## src/rtl/pci_addr_decoder_if.sv

```systemverilog
// ----------------------------------------------------------------------------
// pci_addr_decoder_if
// Bundles the PCI bus signals seen by the target address decoder together
// with the decoder's results.
//
//   frame        FRAME#, active-low
//   irdy         IRDY#, active-low
//   ad           AD bus
//   cbe          C/BE# bus, command during the address phase
//   decoderInput claim speed to the DEVSEL# stage (0/1/2 claim, 3 no claim)
//   hit          1 while the current transaction is claimed
//   cmd          latched bus command
//   addr         latched address, advanced per completed data phase
//   is_write     latched write-class flag
//   trans_active 1 from the address phase until the bus is idle
//
// Modports:
//   slave  - the decoder: samples the bus, drives the results
//   master - the bus side: drives the bus, observes the results
// ----------------------------------------------------------------------------
interface pci_addr_decoder_if;
    logic        frame;
    logic        irdy;
    logic [31:0] ad;
    logic [3:0]  cbe;
    logic [1:0]  decoderInput;
    logic        hit;
    logic [3:0]  cmd;
    logic [31:0] addr;
    logic        is_write;
    logic        trans_active;

    modport slave (
        input  frame,
        input  irdy,
        input  ad,
        input  cbe,
        output decoderInput,
        output hit,
        output cmd,
        output addr,
        output is_write,
        output trans_active
    );

    modport master (
        output frame,
        output irdy,
        output ad,
        output cbe,
        input  decoderInput,
        input  hit,
        input  cmd,
        input  addr,
        input  is_write,
        input  trans_active
    );
endinterface

```

## src/rtl/pci_addr_decoder.sv

```systemverilog
// ----------------------------------------------------------------------------
// pci_addr_decoder
// PCI target address-phase decoder feeding the DEVSEL# generator. Detects the
// address phase, latches command and address, compares them against the
// memory BAR and holds the claim result for the whole transaction.
//
// Ports:
//   clk  - PCI clock, all state changes on posedge
//   RST  - asynchronous active-low reset
//   bus  - pci_addr_decoder_if.slave (frame, irdy, ad, cbe in;
//          decoderInput, hit, cmd, addr, is_write, trans_active out)
//
// Optional feature: define PCI_IO_SPACE_EN to also decode I/O commands
// (0010/0011) against the IO_BASE / IO_SIZE_LOG2 window. I/O transactions
// latch the full byte address and do not advance addr. Without the macro the
// I/O parameters and compare logic do not exist and I/O commands never hit.
//
// DECODE_SPEED must be 0, 1 or 2; 3 would read as "no claim" downstream.
//
// FSM states:
//   state     | meaning
//   ----------+-----------------------------------------------------------
//   IDLE      | bus idle, decoderInput follows the live decode of ad/cbe
//   CLAIMED   | transaction decoded as ours, tracking data phases
//   IGNORED   | foreign transaction, tracking data phases without a claim
//   WAIT_IDLE | last data phase done; wait for idle or a back-to-back start
// ----------------------------------------------------------------------------
module pci_addr_decoder #(
    parameter logic [31:0] BAR_BASE      = 32'h0000_1000,
    parameter int unsigned BAR_SIZE_LOG2 = 4,
    parameter logic [1:0]  DECODE_SPEED  = 2'd1
`ifdef PCI_IO_SPACE_EN
    ,
    parameter logic [31:0] IO_BASE       = 32'h0000_0100,
    parameter int unsigned IO_SIZE_LOG2  = 3
`endif
) (
    input  logic               clk,
    input  logic               RST,
    pci_addr_decoder_if.slave  bus
);

    localparam logic [1:0]  NO_CLAIM = 2'd3;
    localparam logic [31:0] BAR_MASK = ~((32'd1 << BAR_SIZE_LOG2) - 32'd1);

    typedef enum logic [1:0] {
        IDLE      = 2'd0,
        CLAIMED   = 2'd1,
        IGNORED   = 2'd2,
        WAIT_IDLE = 2'd3
    } state_t;

    state_t      stateQ, stateNext;
    logic        hitQ, hitNext;
    logic [3:0]  cmdQ, cmdNext;
    logic [31:0] addrQ, addrNext;
    logic        isWriteQ, isWriteNext;
    logic        activeQ, activeNext;
    logic [1:0]  decodeQ, decodeNext;
    logic        ioTxnQ, ioTxnNext;
    logic [1:0]  decoderOut;

    // ------------------------------------------------------------------
    // Live decode of the current ad/cbe, used on address-phase cycles
    // ------------------------------------------------------------------
    logic        memCmd;
    logic        memWrite;
    logic        memHit;
    logic        ioCmd;
    logic        ioWrite;
    logic        ioHit;
    logic [1:0]  decodeNow;
    logic [31:0] latchAddr;
    logic        addrPhase;

    always_comb begin
        memCmd = 1'b0;
        case (bus.cbe)
            4'b0110, 4'b0111, 4'b1100, 4'b1110, 4'b1111: memCmd = 1'b1;
            default:                                     memCmd = 1'b0;
        endcase
    end

    assign memWrite = (bus.cbe == 4'b0111) || (bus.cbe == 4'b1111);
    assign memHit   = memCmd && ((bus.ad & BAR_MASK) == (BAR_BASE & BAR_MASK));

`ifdef PCI_IO_SPACE_EN
    localparam logic [31:0] IO_MASK = ~((32'd1 << IO_SIZE_LOG2) - 32'd1);

    assign ioCmd   = (bus.cbe == 4'b0010) || (bus.cbe == 4'b0011);
    assign ioWrite = (bus.cbe == 4'b0011);
    assign ioHit   = ioCmd && ((bus.ad & IO_MASK) == (IO_BASE & IO_MASK));
`else
    assign ioCmd   = 1'b0;
    assign ioWrite = 1'b0;
    assign ioHit   = 1'b0;
`endif

    assign decodeNow = (memHit || ioHit) ? DECODE_SPEED : NO_CLAIM;

    // Memory addresses are dword aligned; I/O keeps the byte address.
    assign latchAddr = ioCmd ? bus.ad : {bus.ad[31:2], 2'b00};

    // WAIT_IDLE with frame low is a back-to-back start and decodes as IDLE.
    assign addrPhase = !bus.frame && ((stateQ == IDLE) || (stateQ == WAIT_IDLE));

    // ------------------------------------------------------------------
    // Next-state and output logic
    // ------------------------------------------------------------------
    always_comb begin
        stateNext   = stateQ;
        hitNext     = hitQ;
        cmdNext     = cmdQ;
        addrNext    = addrQ;
        isWriteNext = isWriteQ;
        activeNext  = activeQ;
        decodeNext  = decodeQ;
        ioTxnNext   = ioTxnQ;
        decoderOut  = decodeQ;

        case (stateQ)
            IDLE: begin
                decoderOut = bus.frame ? NO_CLAIM : decodeNow;
            end

            CLAIMED, IGNORED: begin
                if (!bus.irdy) begin
                    if (!ioTxnQ) begin
                        addrNext = addrQ + 32'd4;
                    end
                    if (bus.frame) begin
                        stateNext = WAIT_IDLE;
                    end
                end else if (bus.frame) begin
                    // Master abort or early exit: no data phase completed.
                    stateNext  = IDLE;
                    hitNext    = 1'b0;
                    activeNext = 1'b0;
                    decodeNext = NO_CLAIM;
                end
            end

            WAIT_IDLE: begin
                if (!bus.frame) begin
                    decoderOut = decodeNow;
                end else if (bus.irdy) begin
                    stateNext  = IDLE;
                    hitNext    = 1'b0;
                    activeNext = 1'b0;
                    decodeNext = NO_CLAIM;
                end
            end

            default: begin
                stateNext = IDLE;
            end
        endcase

        if (addrPhase) begin
            cmdNext     = bus.cbe;
            addrNext    = latchAddr;
            isWriteNext = memWrite || ioWrite;
            decodeNext  = decodeNow;
            ioTxnNext   = ioCmd;
            activeNext  = 1'b1;
            if (memHit || ioHit) begin
                hitNext   = 1'b1;
                stateNext = CLAIMED;
            end else begin
                hitNext   = 1'b0;
                stateNext = IGNORED;
            end
        end

        // Reset is asynchronous, so the claim must drop without a clock.
        if (!RST) begin
            decoderOut = NO_CLAIM;
        end
    end

    always_ff @(posedge clk or negedge RST) begin
        if (!RST) begin
            stateQ   <= IDLE;
            hitQ     <= 1'b0;
            cmdQ     <= 4'd0;
            addrQ    <= 32'd0;
            isWriteQ <= 1'b0;
            activeQ  <= 1'b0;
            decodeQ  <= NO_CLAIM;
            ioTxnQ   <= 1'b0;
        end else begin
            stateQ   <= stateNext;
            hitQ     <= hitNext;
            cmdQ     <= cmdNext;
            addrQ    <= addrNext;
            isWriteQ <= isWriteNext;
            activeQ  <= activeNext;
            decodeQ  <= decodeNext;
            ioTxnQ   <= ioTxnNext;
        end
    end

    assign bus.decoderInput = decoderOut;
    assign bus.hit          = hitQ;
    assign bus.cmd          = cmdQ;
    assign bus.addr         = addrQ;
    assign bus.is_write     = isWriteQ;
    assign bus.trans_active = activeQ;

endmodule

```

## src/flat_wrapper.sv

```systemverilog
// flat-port wrapper written by rule: the top's interface ports become plain ports
module pci_addr_decoder_flat 
#(
    parameter logic [31:0] BAR_BASE      = 32'h0000_1000,
    parameter int unsigned BAR_SIZE_LOG2 = 4,
    parameter logic [1:0]  DECODE_SPEED  = 2'd1

)
  (clk, RST, bus_frame, bus_irdy, bus_ad, bus_cbe, bus_decoderInput, bus_hit, bus_cmd, bus_addr, bus_is_write, bus_trans_active);
  pci_addr_decoder_if bus_i ();
  input  logic clk;
  input  logic RST;
  input wire logic [$bits(bus_i.frame)-1:0] bus_frame;
  input wire logic [$bits(bus_i.irdy)-1:0] bus_irdy;
  input wire logic [$bits(bus_i.ad)-1:0] bus_ad;
  input wire logic [$bits(bus_i.cbe)-1:0] bus_cbe;
  output wire logic [$bits(bus_i.decoderInput)-1:0] bus_decoderInput;
  output wire logic [$bits(bus_i.hit)-1:0] bus_hit;
  output wire logic [$bits(bus_i.cmd)-1:0] bus_cmd;
  output wire logic [$bits(bus_i.addr)-1:0] bus_addr;
  output wire logic [$bits(bus_i.is_write)-1:0] bus_is_write;
  output wire logic [$bits(bus_i.trans_active)-1:0] bus_trans_active;
  assign bus_i.frame = bus_frame;
  assign bus_i.irdy = bus_irdy;
  assign bus_i.ad = bus_ad;
  assign bus_i.cbe = bus_cbe;
  assign bus_decoderInput = bus_i.decoderInput;
  assign bus_hit = bus_i.hit;
  assign bus_cmd = bus_i.cmd;
  assign bus_addr = bus_i.addr;
  assign bus_is_write = bus_i.is_write;
  assign bus_trans_active = bus_i.trans_active;
  pci_addr_decoder #(.BAR_BASE(BAR_BASE), .BAR_SIZE_LOG2(BAR_SIZE_LOG2), .DECODE_SPEED(DECODE_SPEED)) u_core (.clk(clk), .RST(RST), .bus(bus_i));
endmodule
```

## config.mk

```make
export PLATFORM = sky130hd
export DESIGN_NAME = pci_addr_decoder_flat
export DESIGN_NICKNAME = d
export VERILOG_FILES = /design/src/rtl/pci_addr_decoder_if.sv /design/src/rtl/pci_addr_decoder.sv /design/src/flat_wrapper.sv
export SDC_FILE = /design/constraint.sdc
export NUM_CORES = 1
export LEC_CHECK = 0
export CORE_MARGIN = 1.5
export CORE_UTILIZATION = 40
export CTS_BUF_LIST = sky130_fd_sc_hd__clkbuf_4
export CTS_CLUSTER_SIZE = 16
export DETAILED_ROUTE_END_ITERATION = 7
export HOLD_SLACK_MARGIN = 0.08
export PLACE_DENSITY_LB_ADDON = 0.3
export SKIP_CTS_REPAIR_TIMING = 1
export SYNTH_ARGS = -nofsm -noshare
export SYNTH_HDL_FRONTEND = slang
export SYNTH_SLANG_ARGS = --single-unit
```

## constraint.sdc

```tcl
create_clock -name clk -period 2.3 [get_ports clk]
set_input_delay 0.46 -clock clk [delete_from_list [all_inputs] [get_ports clk]]
set_output_delay 0.46 -clock clk [all_outputs]
set_load 0.01 [all_outputs]
```

==> results of run 1 <==
## area by class of cell
type	count	area, µm²
fill	515	2210
multi-input combinational	218	1390
timing repair buffer	118	1120
sequential	40	1000
tap	75	93.8
clock buffer	5	37.5
inverter	7	26.3
clock inverter	2	7.51
## power groups by stage
stage                     sequential (W)  combinational, W  clock, W
after floorplan                  0.00149           0.00112         0
after global placement           0.00142           0.00233         0
after detailed placement         0.00143           0.00237         0
after CTS                        0.00142           0.00239  0.000349
after global routing             0.00149           0.00262  0.000373
final                            0.00144           0.00238  0.000335
## synth_stat cells (all sizes together) (2+ instances only)
| library cell | n |
|---|---|
| a41oi | 2 |
| inv | 7 |
| nor2b | 2 |
| nor4 | 9 |
| nor3 | 11 |
| nand4 | 13 |
| nand2b | 2 |
| and3 | 3 |
| a21o | 6 |
| a21oi | 3 |
| and4 | 3 |
| nor4b | 2 |
| ha | 4 |
| xnor2 | 4 |
| o21ai | 20 |
| or4 | 2 |
| and2 | 3 |
| conb | 2 |
| clkbuf | 8 |
| dfrtp | 39 |
| or3 | 2 |
| nand2 | 48 |
| o311a | 2 |
| nand3 | 18 |
| a31oi | 2 |
| o311ai | 3 |
| o211ai | 7 |
| nor2 | 19 |
| buf | 6 |
| xor2 | 3 |
| a221o | 8 |
## final timing paths
kind                                       end  slack (ns)  depth (start not counted)
setup reg to reg           u_core.bus.addr[13]        0.20                          8
max in group asynchronous    u_core.decodeQ[1]        1.71                          2
setup / recovery           bus_decoderInput[1]        0.05                          7
hold reg to reg                 u_core.bus.hit        0.49                          1
hold / removal              u_core.bus.addr[9]        0.21                          2
min in group clk             u_core.bus.cmd[3]        0.35                          3
## worst reg2reg max path, stage by stage (launching register included)
cell      delay, ns
dfrtp_1        0.38
inv_1          0.08
ha_1           0.31
buf_4          0.16
nand2b_1       0.17
or3_2          0.51
nor2_1         0.17
xnor2_1        0.13
o21ai_0        0.08
## cell families after synthesis
group / count (synthesis) / share of synthesized area
flops: 40 / 0.415
simple gates: 140 / 0.304
other cells: 2 / 0.00311
mux: 1 / 0.00415
xor+xnor: 7 / 0.0254
fa+ha+maj: 4 / 0.0207
buf+inv: 21 / 0.0389
compound gates: 63 / 0.188
## per-stage QoR
step	util	hold slack, ns	TNS, ns
floorplan	-	0.164	0
global placement	0.597	0.460	-0.723
detailed placement	0.597	0.463	-0.862
CTS	0.604	0.226	-0.699
global route	0.624	0.254	-0.0325
finish	0.624	0.212	0
## layer usage
layer,vias to the layer above,part of all wire,GRT usage
met1,1253,0.45,0.342
li1,1257,-,-
met4,0,0.017,0.0672
met3,16,0.075,0.0455
met2,122,0.46,0.371
met5,-,0,0
## cell usage in the layout (no fill, tap or decap), drive strengths merged, types with 4 or more instances in the layout
| cell type | netlist | layout |
|---|---|---|
| nand4 | 13 | 13 |
| ha | 4 | 4 |
| a21o | 6 | 6 |
| o211ai | 7 | 7 |
| nand3 | 18 | 18 |
| clkdlybuf4s50 | 0 | 43 |
| clkbuf | 8 | 8 |
| a221o | 8 | 8 |
| nor3 | 11 | 11 |
| buf | 6 | 45 |
| nor2 | 19 | 19 |
| nor4 | 9 | 9 |
| o21ai | 20 | 20 |
| nand2 | 48 | 48 |
| dlymetal6s2s | 0 | 27 |
| xnor2 | 4 | 4 |
| inv | 7 | 7 |
| dfrtp | 39 | 39 |
## state kept, by name (all words and copies together), names as in the netlist
signal	count
u_core.bus.cmd	4
u_core.bus.addr	30
u_core.decodeQ	1
u_core.stateQ	2
u_core.bus.is_write	1
u_core.bus.trans_active	1
u_core.bus.hit	1
==> impl_results.html, run 1 <==
<table>
<tr><th>Metric</th><th>Value</th></tr>
<tr><th colspan="2">Setup path</th></tr>
<tr><td>CP required</td><td>1.84 ns</td></tr>
<tr><td>R2r startpoint</td><td>u_core.stateQ[0]</td></tr>
<tr><td>Critical path capture point type</td><td>output port</td></tr>
<tr><td>Number of buffers and inverters on the critical path</td><td>2</td></tr>
<tr><td>Cells along the critical path</td><td>dlymetal6s2s_1, nor4_2, o2111ai_2, nor3_2, a221o_1, nand3_1, buf_2</td></tr>
<tr><td>Worst setup SP type</td><td>primary input</td></tr>
<tr><td>Critical-path top delay cell</td><td>nor4_2</td></tr>
<tr><td>Critical setup path kind</td><td>primary input to output port</td></tr>
<tr><td>Category of cells accounting for the largest share of critical-path delay</td><td>simple AND/OR/NAND/NOR gates</td></tr>
<tr><td>Max FO, Critical Path</td><td>2</td></tr>
<tr><td>First element of the critical path</td><td>bus_ad[9]</td></tr>
<tr><td>Delay contributed by the slowest stage of the critical path</td><td>0.32 ns</td></tr>
<tr><td>Arrival time of data at the critical path endpoint</td><td>1.79 ns</td></tr>
<tr><th colspan="2">Synth</th></tr>
<tr><td>Cell types with the largest area share after synthesis</td><td>dfrtp_1, nand2_1, o21ai_0, nand3_1, nand4_1</td></tr>
<tr><td>Most area-hungry cell type in the Yosys netlist</td><td>dfrtp_1</td></tr>
<tr><td>Top_reg_cell synth</td><td>dfrtp_1</td></tr>
<tr><td>Post-synthesis sequential area ratio</td><td>0.415</td></tr>
<tr><td>Number of warnings reported in the yosys synthesis log</td><td>0</td></tr>
<tr><td>Number of register bits inferred by synthesis</td><td>40</td></tr>
<tr><td>Post-synth EDFFs</td><td>0</td></tr>
<tr><td>Instance count of the mapped netlist</td><td>278</td></tr>
<tr><td>Number of different library cells in the post-synthesis netlist</td><td>55</td></tr>
<tr><td>Asr flop ratio synth</td><td>1.00</td></tr>
<tr><td>Proportion of netlist area held by the largest area contributor</td><td>0.404</td></tr>
<tr><td>Mean instance size in the synthesized netlist</td><td>8.68 µm²</td></tr>
<tr><td>Cell area after synthesis</td><td>2410 µm²</td></tr>
<tr><th colspan="2">Layout</th></tr>
<tr><td>Final instance count without filler cells</td><td>465</td></tr>
<tr><td>Antenna diode count</td><td>0</td></tr>
<tr><td>Final net count</td><td>434</td></tr>
<tr><td>Ratio of cells with drive above 1 in the final layout</td><td>0.192</td></tr>
<tr><td>Area Growth Syn to Fin</td><td>52.3%</td></tr>
<tr><td>Final design area excluding fillers</td><td>3670 µm²</td></tr>
<tr><th colspan="2">Pwr</th></tr>
<tr><td>Worst supply voltage drop on vdd</td><td>0.659 mV</td></tr>
<tr><td>Share of total power in combinational logic</td><td>0.573</td></tr>
<tr><td>Pwr Total</td><td>0.00415 W</td></tr>
<tr><td>Clock power frac</td><td>0.081</td></tr>
<tr><td>Internal Dissipation</td><td>0.00234 W</td></tr>
<tr><td>Power density over the cells</td><td>1130 nW/µm²</td></tr>
<tr><td>Leakage power figure</td><td>1.75 nW</td></tr>
<tr><td>Sw Ratio</td><td>0.436</td></tr>
<tr><td>Sequential Power Share</td><td>0.346</td></tr>
<tr><td>Switching power summed over all nets</td><td>0.00181 W</td></tr>
<tr><th colspan="2">Clock network</th></tr>
<tr><td>Clock latency reported for the late side of the worst-skew pair</td><td>0.35 ns</td></tr>
<tr><td>Level count of the clock H-tree</td><td>2</td></tr>
<tr><td>Sink count of the clock tree</td><td>40</td></tr>
<tr><td>CTS Buffer Depth</td><td>2</td></tr>
<tr><td>CTS clk-pin slew, worst paths</td><td>0.12 ns</td></tr>
<tr><td>Clock tree from TritonCTS</td><td>built</td></tr>
<tr><td>Root Buffer</td><td>clkbuf_4</td></tr>
<tr><td>Total CTS buffers</td><td>5</td></tr>
<tr><th colspan="2">Timing</th></tr>
<tr><td>Worst path setup slack after routing</td><td>0.0550 ns</td></tr>
<tr><td>Actual transition at the worst max-transition pin</td><td>0.524 ns</td></tr>
<tr><td>Headroom to the max-slew limit</td><td>0.651</td></tr>
<tr><td>Post-layout minimum cycle time</td><td>2.25 ns</td></tr>
<tr><td>Total count of max-transition violations in the final report</td><td>0</td></tr>
<tr><td>Final setup violation count</td><td>0</td></tr>
<tr><td>Number of failing hold endpoints at the final stage</td><td>0</td></tr>
<tr><td>Top achievable clock speed</td><td>445 MHz</td></tr>
<tr><td>Final cycle utilization of the critical path</td><td>0.976</td></tr>
<tr><td>Clock tree skew after final layout</td><td>0.00635 ns</td></tr>
<tr><th colspan="2">Placed design</th></tr>
<tr><td>Half-perimeter wire length after placement</td><td>5540 µm</td></tr>
<tr><td>Post-Place Setup Slack</td><td>-0.680 ns</td></tr>
<tr><td>Placement-stage cell area</td><td>3510 µm²</td></tr>
<tr><td>Number of instances in the placed design</td><td>458</td></tr>
<tr><td>Buffers added on ports</td><td>75</td></tr>
<tr><td>Routability congestion estimate</td><td>0.821</td></tr>
<tr><th colspan="2">Floorplan</th></tr>
<tr><td>Overall die area</td><td>6510 µm²</td></tr>
<tr><td>Initial Util</td><td>0.410</td></tr>
<tr><td>Core Box Area</td><td>5890 µm²</td></tr>
<tr><td>Floorplan die width</td><td>80.7 µm</td></tr>
<tr><td>Number of cell rows</td><td>28</td></tr>
<tr><td>Vert. Die Dim</td><td>80.7 µm</td></tr>
<tr><td>IO Count</td><td>81</td></tr>
<tr><th colspan="2">Route</th></tr>
<tr><td>Remaining design rule violation count</td><td>0</td></tr>
<tr><td>Detailed-route vias per instance</td><td>5.69</td></tr>
<tr><td>Routed wire length</td><td>7460 µm</td></tr>
<tr><td>Detailed-router iteration count before antenna repair</td><td>5</td></tr>
<tr><td>First DRT Iteration DRCs</td><td>211</td></tr>
<tr><td>Vias after detailed routing</td><td>2648</td></tr>
<tr><td>Average wire per cell in the routed design</td><td>16.0 µm</td></tr>
<tr><td>Residual antenna-violating net count after detailed routing</td><td>0</td></tr>
<tr><th colspan="2">GRT</th></tr>
<tr><td>Total GRT Usage</td><td>0.241</td></tr>
<tr><td>Maximum number of pins on one net before global-route repair</td><td>41</td></tr>
<tr><td>First-pass GRT wire length</td><td>12100 µm</td></tr>
<tr><td>Total global routing overflow</td><td>0</td></tr>
<tr><td>Via count of the first global-routing pass</td><td>2517</td></tr>
<tr><td>Antenna violations before repair</td><td>0</td></tr>
<tr><th colspan="2">Flow run</th></tr>
<tr><td>Max_cap viols</td><td>0</td></tr>
<tr><th colspan="2">Min path</th></tr>
<tr><td>Min-delay worst type</td><td>primary input to asynchronous set/reset pin</td></tr>
<tr><th colspan="2">Status</th></tr>
<tr><td>Status</td><td>finished clean</td></tr>
</table>
Note: power is estimated with default switching activity, not from simulation.
==> run 2, diff against run 1 <==
==> constraint.sdc (replaced) <==
create_clock -name clk -period 2.9 [get_ports clk]
set_input_delay 0.58 -clock clk [delete_from_list [all_inputs] [get_ports clk]]
set_output_delay 0.58 -clock clk [all_outputs]
set_load 0.01 [all_outputs]
==> run 2 against run 1 <==
Cell area is 3.6% lower; register-to-register slack improved by 0.37 ns; core utilization is 2.3 points lower; cell count decreased by 1.5%; clock power is 11% lower; largest cell class unchanged; largest power group unchanged.
==> impl_results.html, run 2 (synthesized netlist as in run 1, its figures left out) <==
<table>
<tr><th>Metric</th><th>Value</th></tr>
<tr><th colspan="2">Setup path</th></tr>
<tr><td>Number of buffers and inverters on the critical path</td><td>2</td></tr>
<tr><td>CP required</td><td>2.32 ns</td></tr>
<tr><td>Category of cells accounting for the largest share of critical-path delay</td><td>simple AND/OR/NAND/NOR gates</td></tr>
<tr><td>Critical path capture point type</td><td>output port</td></tr>
<tr><td>Cells along the critical path</td><td>clkdlybuf4s50_1, nor4b_2, nand4_1, nor3_2, a221o_1, nand3_1, dlymetal6s2s_1</td></tr>
<tr><td>Max FO, Critical Path</td><td>2</td></tr>
<tr><td>Worst reg-to-reg setup slack</td><td>0.57 ns</td></tr>
<tr><td>Critical-path top delay cell</td><td>clkdlybuf4s50_1</td></tr>
<tr><td>Worst setup SP type</td><td>primary input</td></tr>
<tr><td>Arrival time of data at the critical path endpoint</td><td>2.27 ns</td></tr>
<tr><td>Critical setup path kind</td><td>primary input to output port</td></tr>
<tr><td>Delay contributed by the slowest stage of the critical path</td><td>0.46 ns</td></tr>
<tr><th colspan="2">Layout</th></tr>
<tr><td>Antenna diode count</td><td>0</td></tr>
<tr><td>Leading cell type in the layout, fill and taps excluded</td><td>clkdlybuf4s50_1</td></tr>
<tr><td>Area Growth Syn to Fin</td><td>46.7%</td></tr>
<tr><td>Final net count</td><td>426</td></tr>
<tr><td>Final design area excluding fillers</td><td>3540 µm²</td></tr>
<tr><td>Fin util</td><td>0.602</td></tr>
<tr><td>Top library cells by usage in the layout, fill and taps aside</td><td>clkdlybuf4s50_1, nand2_1, dfrtp_1</td></tr>
<tr><td>Max reg flops</td><td>30</td></tr>
<tr><td>Ratio of cells with drive above 1 in the final layout</td><td>0.151</td></tr>
<tr><th colspan="2">Pwr</th></tr>
<tr><td>Leakage power figure</td><td>1.46 nW</td></tr>
<tr><td>Worst supply voltage drop on vdd</td><td>0.553 mV</td></tr>
<tr><td>Pwr Total</td><td>0.00325 W</td></tr>
<tr><td>Power density over the cells</td><td>918 nW/µm²</td></tr>
<tr><th colspan="2">GRT</th></tr>
<tr><td>Via count of the first global-routing pass</td><td>2389</td></tr>
<tr><td>Busiest metal layer after global routing</td><td>met2</td></tr>
<tr><td>Total global routing overflow</td><td>0</td></tr>
<tr><td>M2 GR Usage</td><td>0.363</td></tr>
<tr><td>First-pass GRT wire length</td><td>11300 µm</td></tr>
<tr><td>Maximum number of pins on one net before global-route repair</td><td>41</td></tr>
<tr><td>GR met1 Demand/Resource</td><td>0.306</td></tr>
<tr><td>Global routing usage on met3</td><td>0.0364</td></tr>
<tr><td>Antenna violations before repair</td><td>0</td></tr>
<tr><td>Total GRT Usage</td><td>0.223</td></tr>
<tr><th colspan="2">Clock network</th></tr>
<tr><td>Level count of the clock H-tree</td><td>2</td></tr>
<tr><td>Clock tree from TritonCTS</td><td>built</td></tr>
<tr><td>CTS clk-pin slew, worst paths</td><td>0.12 ns</td></tr>
<tr><td>Root Buffer</td><td>clkbuf_4</td></tr>
<tr><td>Sink count of the clock tree</td><td>40</td></tr>
<tr><td>Total CTS buffers</td><td>5</td></tr>
<tr><td>Clock latency reported for the late side of the worst-skew pair</td><td>0.35 ns</td></tr>
<tr><td>CTS Buffer Depth</td><td>2</td></tr>
<tr><th colspan="2">Timing</th></tr>
<tr><td>Top achievable clock speed</td><td>351 MHz</td></tr>
<tr><td>Worst path setup slack after routing</td><td>0.0541 ns</td></tr>
<tr><td>Actual transition at the worst max-transition pin</td><td>0.612 ns</td></tr>
<tr><td>Final TNS setup</td><td>0 ns</td></tr>
<tr><td>Total count of max-transition violations in the final report</td><td>0</td></tr>
<tr><td>Headroom to the max-slew limit</td><td>0.590</td></tr>
<tr><td>Post-layout minimum cycle time</td><td>2.85 ns</td></tr>
<tr><td>Final cycle utilization of the critical path</td><td>0.981</td></tr>
<tr><td>Final setup violation count</td><td>0</td></tr>
<tr><td>Number of failing hold endpoints at the final stage</td><td>0</td></tr>
<tr><td>Clock tree skew after final layout</td><td>0.0116 ns</td></tr>
<tr><th colspan="2">Floorplan</th></tr>
<tr><td>Floorplan die width</td><td>80.7 µm</td></tr>
<tr><td>Vert. Die Dim</td><td>80.7 µm</td></tr>
<tr><td>Initial Util</td><td>0.410</td></tr>
<tr><td>Number of cell rows</td><td>28</td></tr>
<tr><td>IO Count</td><td>81</td></tr>
<tr><td>Core Box Area</td><td>5890 µm²</td></tr>
<tr><td>Overall die area</td><td>6510 µm²</td></tr>
<tr><th colspan="2">Route</th></tr>
<tr><td>Routed wire length</td><td>7110 µm</td></tr>
<tr><td>First DRT Iteration DRCs</td><td>207</td></tr>
<tr><td>Average wire per cell in the routed design</td><td>15.5 µm</td></tr>
<tr><td>Detailed-router iteration count before antenna repair</td><td>4</td></tr>
<tr><td>Residual antenna-violating net count after detailed routing</td><td>0</td></tr>
<tr><td>Vias after detailed routing</td><td>2612</td></tr>
<tr><td>Detailed-route vias per instance</td><td>5.70</td></tr>
<tr><td>Remaining design rule violation count</td><td>0</td></tr>
<tr><th colspan="2">Placed design</th></tr>
<tr><td>Buffers added on ports</td><td>75</td></tr>
<tr><td>Placement-stage cell area</td><td>3450 µm²</td></tr>
<tr><td>Post-Place Setup Slack</td><td>-0.344 ns</td></tr>
<tr><td>Half-perimeter wire length after placement</td><td>5230 µm</td></tr>
<tr><td>Routability congestion estimate</td><td>0.873</td></tr>
<tr><th colspan="2">Min path</th></tr>
<tr><td>Min-delay worst type</td><td>primary input to asynchronous set/reset pin</td></tr>
<tr><th colspan="2">Flow run</th></tr>
<tr><td>Max_cap viols</td><td>0</td></tr>
<tr><th colspan="2">Status</th></tr>
<tr><td>Status</td><td>finished clean</td></tr>
</table>
==> run 2: cell count changes in the layout (fill, tap and decap cells not counted), moves of 2 or more <==
cell | previous run | this run
buf_4 | 43 | 35
clkdlybuf4s50_1 | 43 | 73
clkbuf_2 | 3 | 0
nor4_1 | 3 | 6
dlymetal6s2s_1 | 27 | 1
nor4_2 | 5 | 2
clkbuf_4 | 5 | 7
==> run 2: power by group <==
part | switching, W | internal [W] | leakage (nW)
logic | 0.000900 | 0.000925 | 0.930
registers | 0.000318 | 0.000811 | 0.498
clock network | 0.000186 | 0.000112 | 0.0338
==> run 2: final timing paths <==
path,from,endpoint,cells after the start
setup / recovery,bus_ad[30],bus_decoderInput[1],7
hold / removal,RST,u_core.bus.addr[10],2
setup reg to reg,u_core.stateQ[0],u_core.bus.addr[31],7
hold reg to reg,u_core.bus.cmd[2],u_core.bus.cmd[2],2
max in group asynchronous,RST,u_core.decodeQ[1],2
min in group clk,u_core.bus.cmd[2],u_core.bus.cmd[2],2
==> run 2: cell type report <==
| cell class | instances | area (µm²) |
|---|---|---|
| inverters | 7 | 26.3 |
| multi-input cells | 218 | 1350 |
| flip-flops and latches | 40 | 1000 |
| well taps | 75 | 93.8 |
| clock buffers | 7 | 52.6 |
| repair buffers | 110 | 1010 |
| clock inverters | 1 | 3.75 |
| fillers | 540 | 2340 |
==> run 2: per-layer routing <==
| layer | vias to the layer above | wire length, µm |
|---|---|---|
| met4 | 0 | 77 |
| met1 | 1257 | 3200 |
| met5 | - | 0 |
| met2 | 107 | 3310 |
| li1 | 1241 | - |
| met3 | 7 | 524 |
==> run 2: per-stage QoR <==
| step | instances | hold WS, ns |
|---|---|---|
| final | 458 | 0.345 |
| after global routing | 458 | 0.381 |
| after CTS | 458 | 0.362 |
| after detailed placement | 450 | 0.465 |
| after global placement | 450 | 0.460 |
| after floorplan | 279 | 0.284 |
==> run 3, diff against run 2 <==
--- a/config.mk
+++ b/config.mk
@@ -10,6 +10,7 @@
 export CTS_BUF_LIST = sky130_fd_sc_hd__clkbuf_4
 export CTS_CLUSTER_SIZE = 16
 export DETAILED_ROUTE_END_ITERATION = 7
+export GPL_ROUTABILITY_DRIVEN = 0
 export HOLD_SLACK_MARGIN = 0.08
 export PLACE_DENSITY_LB_ADDON = 0.3
 export SKIP_CTS_REPAIR_TIMING = 1
==> results of run 3 <==
No change in the layout: final DEF, timing and power equal those of run 2.
